$ cat src/rtl/wb_timeout_bridge_pkg.sv
// Shared types and helpers for the Wishbone timeout bridge.
package wb_timeout_bridge_pkg;

    typedef enum logic [1:0] {
        StIdle = 2'd0,
        StReq  = 2'd1,
        StResp = 2'd2
    } state_e;

    // Counter must hold 0..TIMEOUT_CYCLES; never narrower than one bit.
    function automatic int unsigned cnt_width(input int unsigned timeout_cycles);
        int unsigned w;
        w = $clog2(timeout_cycles + 1);
        return (w < 1) ? 1 : w;
    endfunction

endpackage

$ cat src/rtl/wb_if.sv
// Classic Wishbone bus bundle with master/slave views.
interface wb_if #(
    parameter int unsigned ADDR_WIDTH = 32,
    parameter int unsigned DATA_WIDTH = 32
);
    logic [ADDR_WIDTH-1:0]   ADR;
    logic [DATA_WIDTH-1:0]   DAT_W;
    logic [DATA_WIDTH-1:0]   DAT_R;
    logic [DATA_WIDTH/8-1:0] SEL;
    logic                    WE;
    logic                    CYC;
    logic                    STB;
    logic                    ACK;
    logic                    ERR;

    modport master (
        output ADR, DAT_W, SEL, WE, CYC, STB,
        input  DAT_R, ACK, ERR
    );

    modport slave (
        input  ADR, DAT_W, SEL, WE, CYC, STB,
        output DAT_R, ACK, ERR
    );
endinterface

$ cat src/rtl/wb_timeout_bridge.sv
// Registered single-outstanding Wishbone bridge that answers hung downstream transfers with ERR.
// Optional error-address capture is enabled by defining WB_TIMEOUT_BRIDGE_ERR_CAPTURE_EN.
module wb_timeout_bridge
    import wb_timeout_bridge_pkg::*;
#(
    parameter int unsigned WB_ADDR_WIDTH  = 32,
    parameter int unsigned WB_DATA_WIDTH  = 32,
    parameter int unsigned TIMEOUT_CYCLES = 64
) (
    input  logic                     clk,
    input  logic                     rst,
    wb_if.slave                      s,
    wb_if.master                     m,
`ifdef WB_TIMEOUT_BRIDGE_ERR_CAPTURE_EN
    output logic [WB_ADDR_WIDTH-1:0] err_addr_o,
    output logic                     err_valid_o,
    input  logic                     err_clr_i,
`endif
    output logic                     busy_o,
    output logic                     timeout_o
);

    localparam int unsigned SelWidth  = WB_DATA_WIDTH / 8;
    localparam int unsigned CntWidth  = cnt_width(TIMEOUT_CYCLES);
    localparam bit          TimeoutEn = (TIMEOUT_CYCLES != 0);
    localparam logic [CntWidth-1:0] CntMax   = '1;
    localparam logic [CntWidth-1:0] CntLimit =
        TimeoutEn ? CntWidth'(TIMEOUT_CYCLES - 1) : '0;

    state_e                   state_q, state_d;
    logic [WB_ADDR_WIDTH-1:0] adr_q, adr_d;
    logic [WB_DATA_WIDTH-1:0] dat_w_q, dat_w_d;
    logic [SelWidth-1:0]      sel_q, sel_d;
    logic                     we_q, we_d;
    logic [CntWidth-1:0]      cnt_q, cnt_d;
    logic [WB_DATA_WIDTH-1:0] rdata_q, rdata_d;
    logic                     err_q, err_d;
    logic                     timeout_q, timeout_d;

    always_ff @(posedge clk or posedge rst) begin
        if (rst) begin
            state_q   <= StIdle;
            adr_q     <= '0;
            dat_w_q   <= '0;
            sel_q     <= '0;
            we_q      <= 1'b0;
            cnt_q     <= '0;
            rdata_q   <= '0;
            err_q     <= 1'b0;
            timeout_q <= 1'b0;
        end else begin
            state_q   <= state_d;
            adr_q     <= adr_d;
            dat_w_q   <= dat_w_d;
            sel_q     <= sel_d;
            we_q      <= we_d;
            cnt_q     <= cnt_d;
            rdata_q   <= rdata_d;
            err_q     <= err_d;
            timeout_q <= timeout_d;
        end
    end

    always_comb begin
        state_d   = state_q;
        adr_d     = adr_q;
        dat_w_d   = dat_w_q;
        sel_d     = sel_q;
        we_d      = we_q;
        cnt_d     = cnt_q;
        rdata_d   = rdata_q;
        err_d     = err_q;
        timeout_d = timeout_q;

        unique case (state_q)
            StIdle: begin
                if (s.CYC && s.STB) begin
                    adr_d     = s.ADR;
                    dat_w_d   = s.DAT_W;
                    sel_d     = s.SEL;
                    we_d      = s.WE;
                    cnt_d     = '0;
                    err_d     = 1'b0;
                    timeout_d = 1'b0;
                    state_d   = StReq;
                end
            end
            StReq: begin
                // Exit priority: abort, downstream ERR, ACK, then timeout.
                if (!s.CYC) begin
                    state_d = StIdle;
                end else if (m.ERR) begin
                    err_d   = 1'b1;
                    rdata_d = '0;
                    state_d = StResp;
                end else if (m.ACK) begin
                    rdata_d = m.DAT_R;
                    state_d = StResp;
                end else if (TimeoutEn && (cnt_q == CntLimit)) begin
                    err_d     = 1'b1;
                    timeout_d = 1'b1;
                    rdata_d   = '0;
                    state_d   = StResp;
                end else if (cnt_q != CntMax) begin
                    cnt_d = cnt_q + 1'b1;
                end
            end
            StResp: begin
                state_d = StIdle;
            end
            default: begin
                state_d = StIdle;
            end
        endcase
    end

    // Every output decodes straight from flops; nothing passes combinationally across.
    assign m.CYC   = (state_q == StReq);
    assign m.STB   = (state_q == StReq);
    assign m.ADR   = adr_q;
    assign m.DAT_W = dat_w_q;
    assign m.SEL   = sel_q;
    assign m.WE    = we_q;

    assign s.ACK   = (state_q == StResp) && !err_q;
    assign s.ERR   = (state_q == StResp) && err_q;
    assign s.DAT_R = rdata_q;

    assign busy_o    = (state_q != StIdle);
    assign timeout_o = (state_q == StResp) && timeout_q;

`ifdef WB_TIMEOUT_BRIDGE_ERR_CAPTURE_EN
    logic [WB_ADDR_WIDTH-1:0] err_addr_q;
    logic                     err_valid_q;
    logic                     err_set;

    assign err_set = (state_q == StReq) && (state_d == StResp) && err_d;

    // Set beats clear when both land in the same cycle.
    always_ff @(posedge clk or posedge rst) begin
        if (rst) begin
            err_addr_q  <= '0;
            err_valid_q <= 1'b0;
        end else if (err_set) begin
            err_addr_q  <= adr_q;
            err_valid_q <= 1'b1;
        end else if (err_clr_i) begin
            err_valid_q <= 1'b0;
        end
    end

    assign err_addr_o  = err_addr_q;
    assign err_valid_o = err_valid_q;
`endif

endmodule

$ cat src/flat_wrapper.sv
// flat-port wrapper written by rule: the top's interface ports become plain ports
module wb_timeout_bridge_flat import wb_timeout_bridge_pkg::*;
#(
    parameter int unsigned WB_ADDR_WIDTH  = 32,
    parameter int unsigned WB_DATA_WIDTH  = 32,
    parameter int unsigned TIMEOUT_CYCLES = 64
)
  (clk, rst, busy_o, timeout_o, s_ADR, s_DAT_W, s_SEL, s_WE, s_CYC, s_STB, s_DAT_R, s_ACK, s_ERR, m_ADR, m_DAT_W, m_SEL, m_WE, m_CYC, m_STB, m_DAT_R, m_ACK, m_ERR);
  wb_if #(.ADDR_WIDTH((32)), .DATA_WIDTH((32))) s_i ();
  wb_if #(.ADDR_WIDTH((32)), .DATA_WIDTH((32))) m_i ();
  input  logic clk;
  input  logic rst;
  output logic busy_o;
  output logic timeout_o;
  input wire logic [$bits(s_i.ADR)-1:0] s_ADR;
  input wire logic [$bits(s_i.DAT_W)-1:0] s_DAT_W;
  input wire logic [$bits(s_i.SEL)-1:0] s_SEL;
  input wire logic [$bits(s_i.WE)-1:0] s_WE;
  input wire logic [$bits(s_i.CYC)-1:0] s_CYC;
  input wire logic [$bits(s_i.STB)-1:0] s_STB;
  output wire logic [$bits(s_i.DAT_R)-1:0] s_DAT_R;
  output wire logic [$bits(s_i.ACK)-1:0] s_ACK;
  output wire logic [$bits(s_i.ERR)-1:0] s_ERR;
  output wire logic [$bits(m_i.ADR)-1:0] m_ADR;
  output wire logic [$bits(m_i.DAT_W)-1:0] m_DAT_W;
  output wire logic [$bits(m_i.SEL)-1:0] m_SEL;
  output wire logic [$bits(m_i.WE)-1:0] m_WE;
  output wire logic [$bits(m_i.CYC)-1:0] m_CYC;
  output wire logic [$bits(m_i.STB)-1:0] m_STB;
  input wire logic [$bits(m_i.DAT_R)-1:0] m_DAT_R;
  input wire logic [$bits(m_i.ACK)-1:0] m_ACK;
  input wire logic [$bits(m_i.ERR)-1:0] m_ERR;
  assign s_i.ADR = s_ADR;
  assign s_i.DAT_W = s_DAT_W;
  assign s_i.SEL = s_SEL;
  assign s_i.WE = s_WE;
  assign s_i.CYC = s_CYC;
  assign s_i.STB = s_STB;
  assign s_DAT_R = s_i.DAT_R;
  assign s_ACK = s_i.ACK;
  assign s_ERR = s_i.ERR;
  assign m_ADR = m_i.ADR;
  assign m_DAT_W = m_i.DAT_W;
  assign m_SEL = m_i.SEL;
  assign m_WE = m_i.WE;
  assign m_CYC = m_i.CYC;
  assign m_STB = m_i.STB;
  assign m_i.DAT_R = m_DAT_R;
  assign m_i.ACK = m_ACK;
  assign m_i.ERR = m_ERR;
  wb_timeout_bridge #(.WB_ADDR_WIDTH(WB_ADDR_WIDTH), .WB_DATA_WIDTH(WB_DATA_WIDTH), .TIMEOUT_CYCLES(TIMEOUT_CYCLES)) u_core (.clk(clk), .rst(rst), .s(s_i), .m(m_i), .busy_o(busy_o), .timeout_o(timeout_o));
endmodule
$ cat config.mk
export PLATFORM = sky130hd
export DESIGN_NAME = wb_timeout_bridge_flat
export DESIGN_NICKNAME = d
export VERILOG_FILES = /design/src/rtl/wb_timeout_bridge_pkg.sv /design/src/rtl/wb_if.sv /design/src/rtl/wb_timeout_bridge.sv /design/src/flat_wrapper.sv
export SDC_FILE = /design/constraint.sdc
export NUM_CORES = 1
export LEC_CHECK = 0
export ABC_AREA = 1
export BUFFER_PORTS_ARGS = -buffer_cell sky130_fd_sc_hd__buf_2
export CORE_UTILIZATION = 42
export DETAILED_ROUTE_END_ITERATION = 10
export PLACE_DENSITY = 0.73
export SETUP_SLACK_MARGIN = 0.05
export SLEW_MARGIN = 20
export SYNTH_ARGS = -nofsm -noshare
export SYNTH_HDL_FRONTEND = slang
export SYNTH_SLANG_ARGS = --single-unit
$ cat constraint.sdc
create_clock -name clk -period 4.76 [get_ports clk]
set_input_delay 0.238 -clock clk [delete_from_list [all_inputs] [get_ports clk]]
set_output_delay 0.238 -clock clk [all_outputs]
set_load 0.005 [all_outputs]
# After elaboration in Yosys (flattened, before gate mapping)
# Cells that the tools add are included.
# Widths: inputs -> output; s select.
[op_classes] add_sub_neg=1 multipliers=0 div_mod_pow=0 magnitude_cmp=0 eq_ne=14 shift=0 mux=25 n_bitwise=0 n_reduce_logical=15
[ops] cell="$mux 32" count=3
[ops] cell="$mux 7" count=6
[ops] cell="$pmux 7 s2" count=1
[ops] cell="$mux 2" count=5
[ops] cell="$ne 2x2->1 const B" count=4
[ops] cell="$add 7x1->7 const B" count=1
[ops] cell="$eq 7x6->1 const B" count=1
[ops] cell="$mux 1" count=7
[ops] cell="$ne 7x7->1 const B" count=1
[ops] cell="$reduce_and 7->1" count=1
[ops] cell="$ne 2x1->1 const B" count=3
[ops] cell="$reduce_and 6->1" count=1
[ops] cell="$ne 5x2->1 const B" count=1
[ops] cell="$reduce_and 5->1" count=1
[ops] cell="$logic_and 1x1->1" count=4
[ops] cell="$pmux 1 s2" count=2
[ops] cell="$pmux 2 s2" count=1
[ops] cell="$reduce_and 2->1" count=2
[ops] cell="$reduce_bool 2->1" count=2
[ops] cell="$ne 3x1->1 const B" count=1
[ops] cell="$ne 3x2->1 const B" count=1
[ops] cell="$reduce_and 3->1" count=1
[ops] cell="$reduce_bool 3->1" count=1
[ops] cell="$eq 2x1->1 const B" count=1
[ops] cell="other kinds (3)" count=3
[totals] ff_bits=112 latch_bits=0 ram_bits=0 romBits=0 in_bits=107 output_inout_bits=107 wordCells=64 n_memories=0

# Logic depth before layout (Yosys ltp)
[logic_depth] depth_word=7 ltp_mapped=10 mapped_depth_nobuf=8

# Least setup slack after synthesis
# No wires, ideal clock.
[synth_timing] kind="register -> register" from="register u_core.cnt_q[0]" to="register u_core.rdata_q[0], in the netlist u_core.s.DAT_R[0]" setup_ps=130 t_arrival_ps=1261 required_ps=4630 setup_slack_ps=3368 path_stages_with_launch=11 cell_sequence="dfrtp_1 > ha_1 > nand2_2 > nor2_2 > nand3_2 > nand2_2 > nand2_2 > buf_6 > buf_6 > nand2_1 > o21ai_1"
[synth_between] elab_chain_len=3
[synth_rtl] element="start, declared" line="wb_timeout_bridge.sv:35" rtl="logic [CntWidth-1:0] cnt_q, cnt_d;"
[synth_rtl] element="start signal, assigned" line="wb_timeout_bridge.sv:57" rtl="cnt_q <= cnt_d;"
[synth_rtl] element="$eq 7x6->1" line="wb_timeout_bridge.sv:99" rtl="end else if (TimeoutEn && (cnt_q == CntLimit)) begin"
[synth_rtl] element="$reduce_bool 3->1 (no line)"
[synth_rtl] element="$reduce_and 3->1 (no line)"
[synth_rtl] element="end signal, assigned" line="wb_timeout_bridge.sv:58" rtl="rdata_q <= rdata_d;"
[synth_rtl] element="end, declared" line="wb_timeout_bridge.sv:36" rtl="logic [WB_DATA_WIDTH-1:0] rdata_q, rdata_d;"
# No other way between the ends.
# A chain may end at the register's enable or synchronous reset.

# Worst setup path after layout
[layout_timing] from="register u_core.cnt_q[0]" to="register u_core.rdata_q[25], in the netlist u_core.s.DAT_R[25]"
# The elaborated chain is that of the path after synthesis.

==> metrics.txt <==
area of the mapped netlist=between 4000 and 5000 µm²; Post-Synth Simple-Gate Area=0.2714; Total GRT Usage=0.1978; Power Dens Cells=371.0 nW/µm²; detailed placement HPWL=7801 µm; post-layout min period=2089 ps; Yosys reg bits=approximately 110; post-route cell area=between 5000 and 6000 µm²; Hold/Removal Path Class=input pin to asynchronous set/reset pin; VDD IR max=0.2252 mV; I/O Buffers=roughly 210; maxcap violations=0; P_leak=roughly 3.4 nW; hold_ws=approximately 11 ps; Ant. Diodes=0; H-tree depth=3; Hold Fails Final Rpt=0; final std cells w/o fill=between 800 and 900; Die Y=106.6 µm; Final ANT Viol Nets=0; f_max=0.4787 GHz; adder-cell share of the synthesized area=0.002723; placed cell area=roughly 5700 µm²; CP max FO=43; Syn-to-layout area delta=28.75%; outcome=finished clean; # DRC=0; Clk pin slew, worst setup/hold paths=approximately 100 ps; nets=between 800 and 900; synthesized instance count=521; critical path arrival=~2400 ps; Ys Warns=0; compound-gate portion of the synthesized area=0.06561; clk_lat worst skew=370 ps; period utilization=0.4389; Starting Density=0.4392; critical path endpoint category=flip-flop; total number of vias=3959; PostCTS Resize Cnt=0; CP Class=flip-flop to flip-flop; Cell variety after synth=22; DR vias/cell=4.582; grt ovf=0; Slew @ Worst Pin=approximately 780 ps; initial detailed-routing violation count=238; fin. max-slew vios=0; post-synthesis sequential area ratio=0.6099; postcts setup bufs=0; RSZ-0062 raised after global routing=no; gp weighted congestion=between 0.8 and 0.9; Core ar.=roughly 10000 µm²; Rows=37; hold_buf cts=0; drt wl/cell=12.66 µm; DRT Pass-1 Iters=4; first-pass GRT wire length=around 18000 µm; main combinational cell family by area after synthesis=simple AND/OR/NAND/NOR gates; largest net degree at the start of global routing=73; Die Width=about 110 µm; IO Pins=about 210; clock sinks=approximately 110; worst rel slew slack=0.4807; final setup violation count=0; Num CTS Buffers=9; clk buf depth=2; final wirelength=10930 µm; CTS tree=done; Root Buffer=clkbuf_8; vias in the first global route=just under 4000; syn_nets=629; Synth Area in XOR/XNOR=0.001906; initial antenna violation count=0; mux contribution to synthesized area=0; Die ar.=11360 µm²; Setup TNS=0 ps; Fin Clk Skew=7.265 ps; DP Cell Count=848; share of layout cells above drive strength 1=0.3723; crit start category=flip-flop; Syn Area/Cell=approximately 8.8 µm²; required time of the critical path=approximately 5100 ps
[cell type report]
class / count / area [µm²]
Timing Repair Buffer: 217 / 1096
Clock inverter: 6 / 66.31
Tap cell: 136 / 170.2
Fill cell: 990 / 4546
Sequential cell: 112 / 2803
Inverter: 17 / 66.31
Multi-Input combinational cell: 366 / 1578
Clock buffer: 10 / 137.6
[worst paths after layout]
| kind | start | to | slack [ps] | depth (start not counted) |
|---|---|---|---|---|
| worst max register to register | u_core.cnt_q[0] | u_core.s.DAT_R[25] | 2670 | 9 |
| min in group clk | s_ADR[16] | u_core.m.ADR[16] | 50 | 3 |
| worst min register to register | u_core.m.DAT_W[15] | u_core.m.DAT_W[15] | 480 | 2 |
| worst max-delay path | u_core.cnt_q[0] | u_core.s.DAT_R[25] | 2670 | 9 |
| max in group asynchronous | rst | u_core.m.DAT_W[18] | 3630 | 3 |
| worst min-delay path | rst | u_core.m.SEL[1] | 10 | 2 |
[metrics by stage]
stage	power, mW	setup slack (ps)	utilization
global placement	1.621	2775	0.5456
detailed placement	1.639	2690	0.5460
CTS	2.229	2671	0.5655
floorplan	1.401	1563	-
global route	2.335	2476	0.5655
finish	2.195	2671	0.5655
[flip-flops by register name, indices dropped and copies added, names as in the netlist]
signal	count
u_core.cnt_q	7
u_core.timeout_q	1
u_core.m.ADR	32
u_core.err_q	1
u_core.state_q	2
u_core.m.DAT_W	32
u_core.m.SEL	4
u_core.m.WE	1
u_core.s.DAT_R	32
[cells in the final DEF, fill, tap and decap left out, drive strengths merged]
cell	instances
a21oi	4
buf	217
bufinv	1
clkbuf	10
clkinv	3
dfrtp	112
ha	1
inv	19
nand2	297
nand3	8
nand3b	1
nor2	11
nor3	1
o21ai	39
or2	3
xor2	1
[logic make-up (layout without fill, tap and decap cells)]
logic type | after synthesis | count (layout)
flip-flops | 112 | 112
adder cells (fa/ha/maj) | 1 | 1
AO/OA/AOI/OAI | 43 | 43
buffers and inverters | 43 | 250
XOR/XNOR | 1 | 1
AND/OR/NAND/NOR | 321 | 321
[synth_stat cells]
| library cell | count | area, µm² |
|---|---|---|
| a21oi_1 | 4 | 20.02 |
| nand3_2 | 1 | 10.01 |
| buf_4 | 2 | 15.01 |
| inv_1 | 14 | 52.55 |
| o21ai_1 | 13 | 65.06 |
| o21ai_0 | 3 | 15.01 |
| nor3_1 | 1 | 5.000 |
| nor2_2 | 2 | 12.51 |
| buf_6 | 6 | 67.56 |
| buf_2 | 7 | 35.03 |
| clkbuf_1 | 11 | 41.29 |
| ha_1 | 1 | 12.51 |
| xor2_1 | 1 | 8.760 |
| dfrtp_1 | 112 | 2803 |
| nor2_1 | 9 | 33.78 |
| nand3_1 | 7 | 35.03 |
| nand3b_1 | 1 | 7.510 |
| o21ai_2 | 23 | 201.4 |
| or2_2 | 3 | 18.77 |
| nand2_1 | 293 | 1100 |
| nand2_2 | 4 | 25.02 |
| inv_2 | 3 | 11.26 |
[worst max-delay path, cell delays in order, from the launching register on]
cell	delay (ps)
dfrtp_1	430
ha_1	240
nand2_2	90
nor2_2	40
nand3_2	70
nand2_2	60
nand2_2	360
buf_4	520
nand2_1	130
o21ai_2	80
[power breakdown]
group / internal (mW) / total (mW) / switching, mW
logic: 0.204 / 0.437 / 0.233
registers: 1.10 / 1.18 / 0.0786
clock network: 0.261 / 0.583 / 0.322
total: 1.56 / 2.20 / 0.634
[per-layer routing]
layer / up-vias / GRT usage / wire [µm]
met4: 0 / 0.08708 / 233
met2: 114 / 0.3336 / 5450
met5: - / 0 / 0
met3: 17 / 0.04863 / 616
li1: 1989 / - / -
met1: 1839 / 0.2402 / 4633
Note: power is estimated with default switching activity, not from simulation.
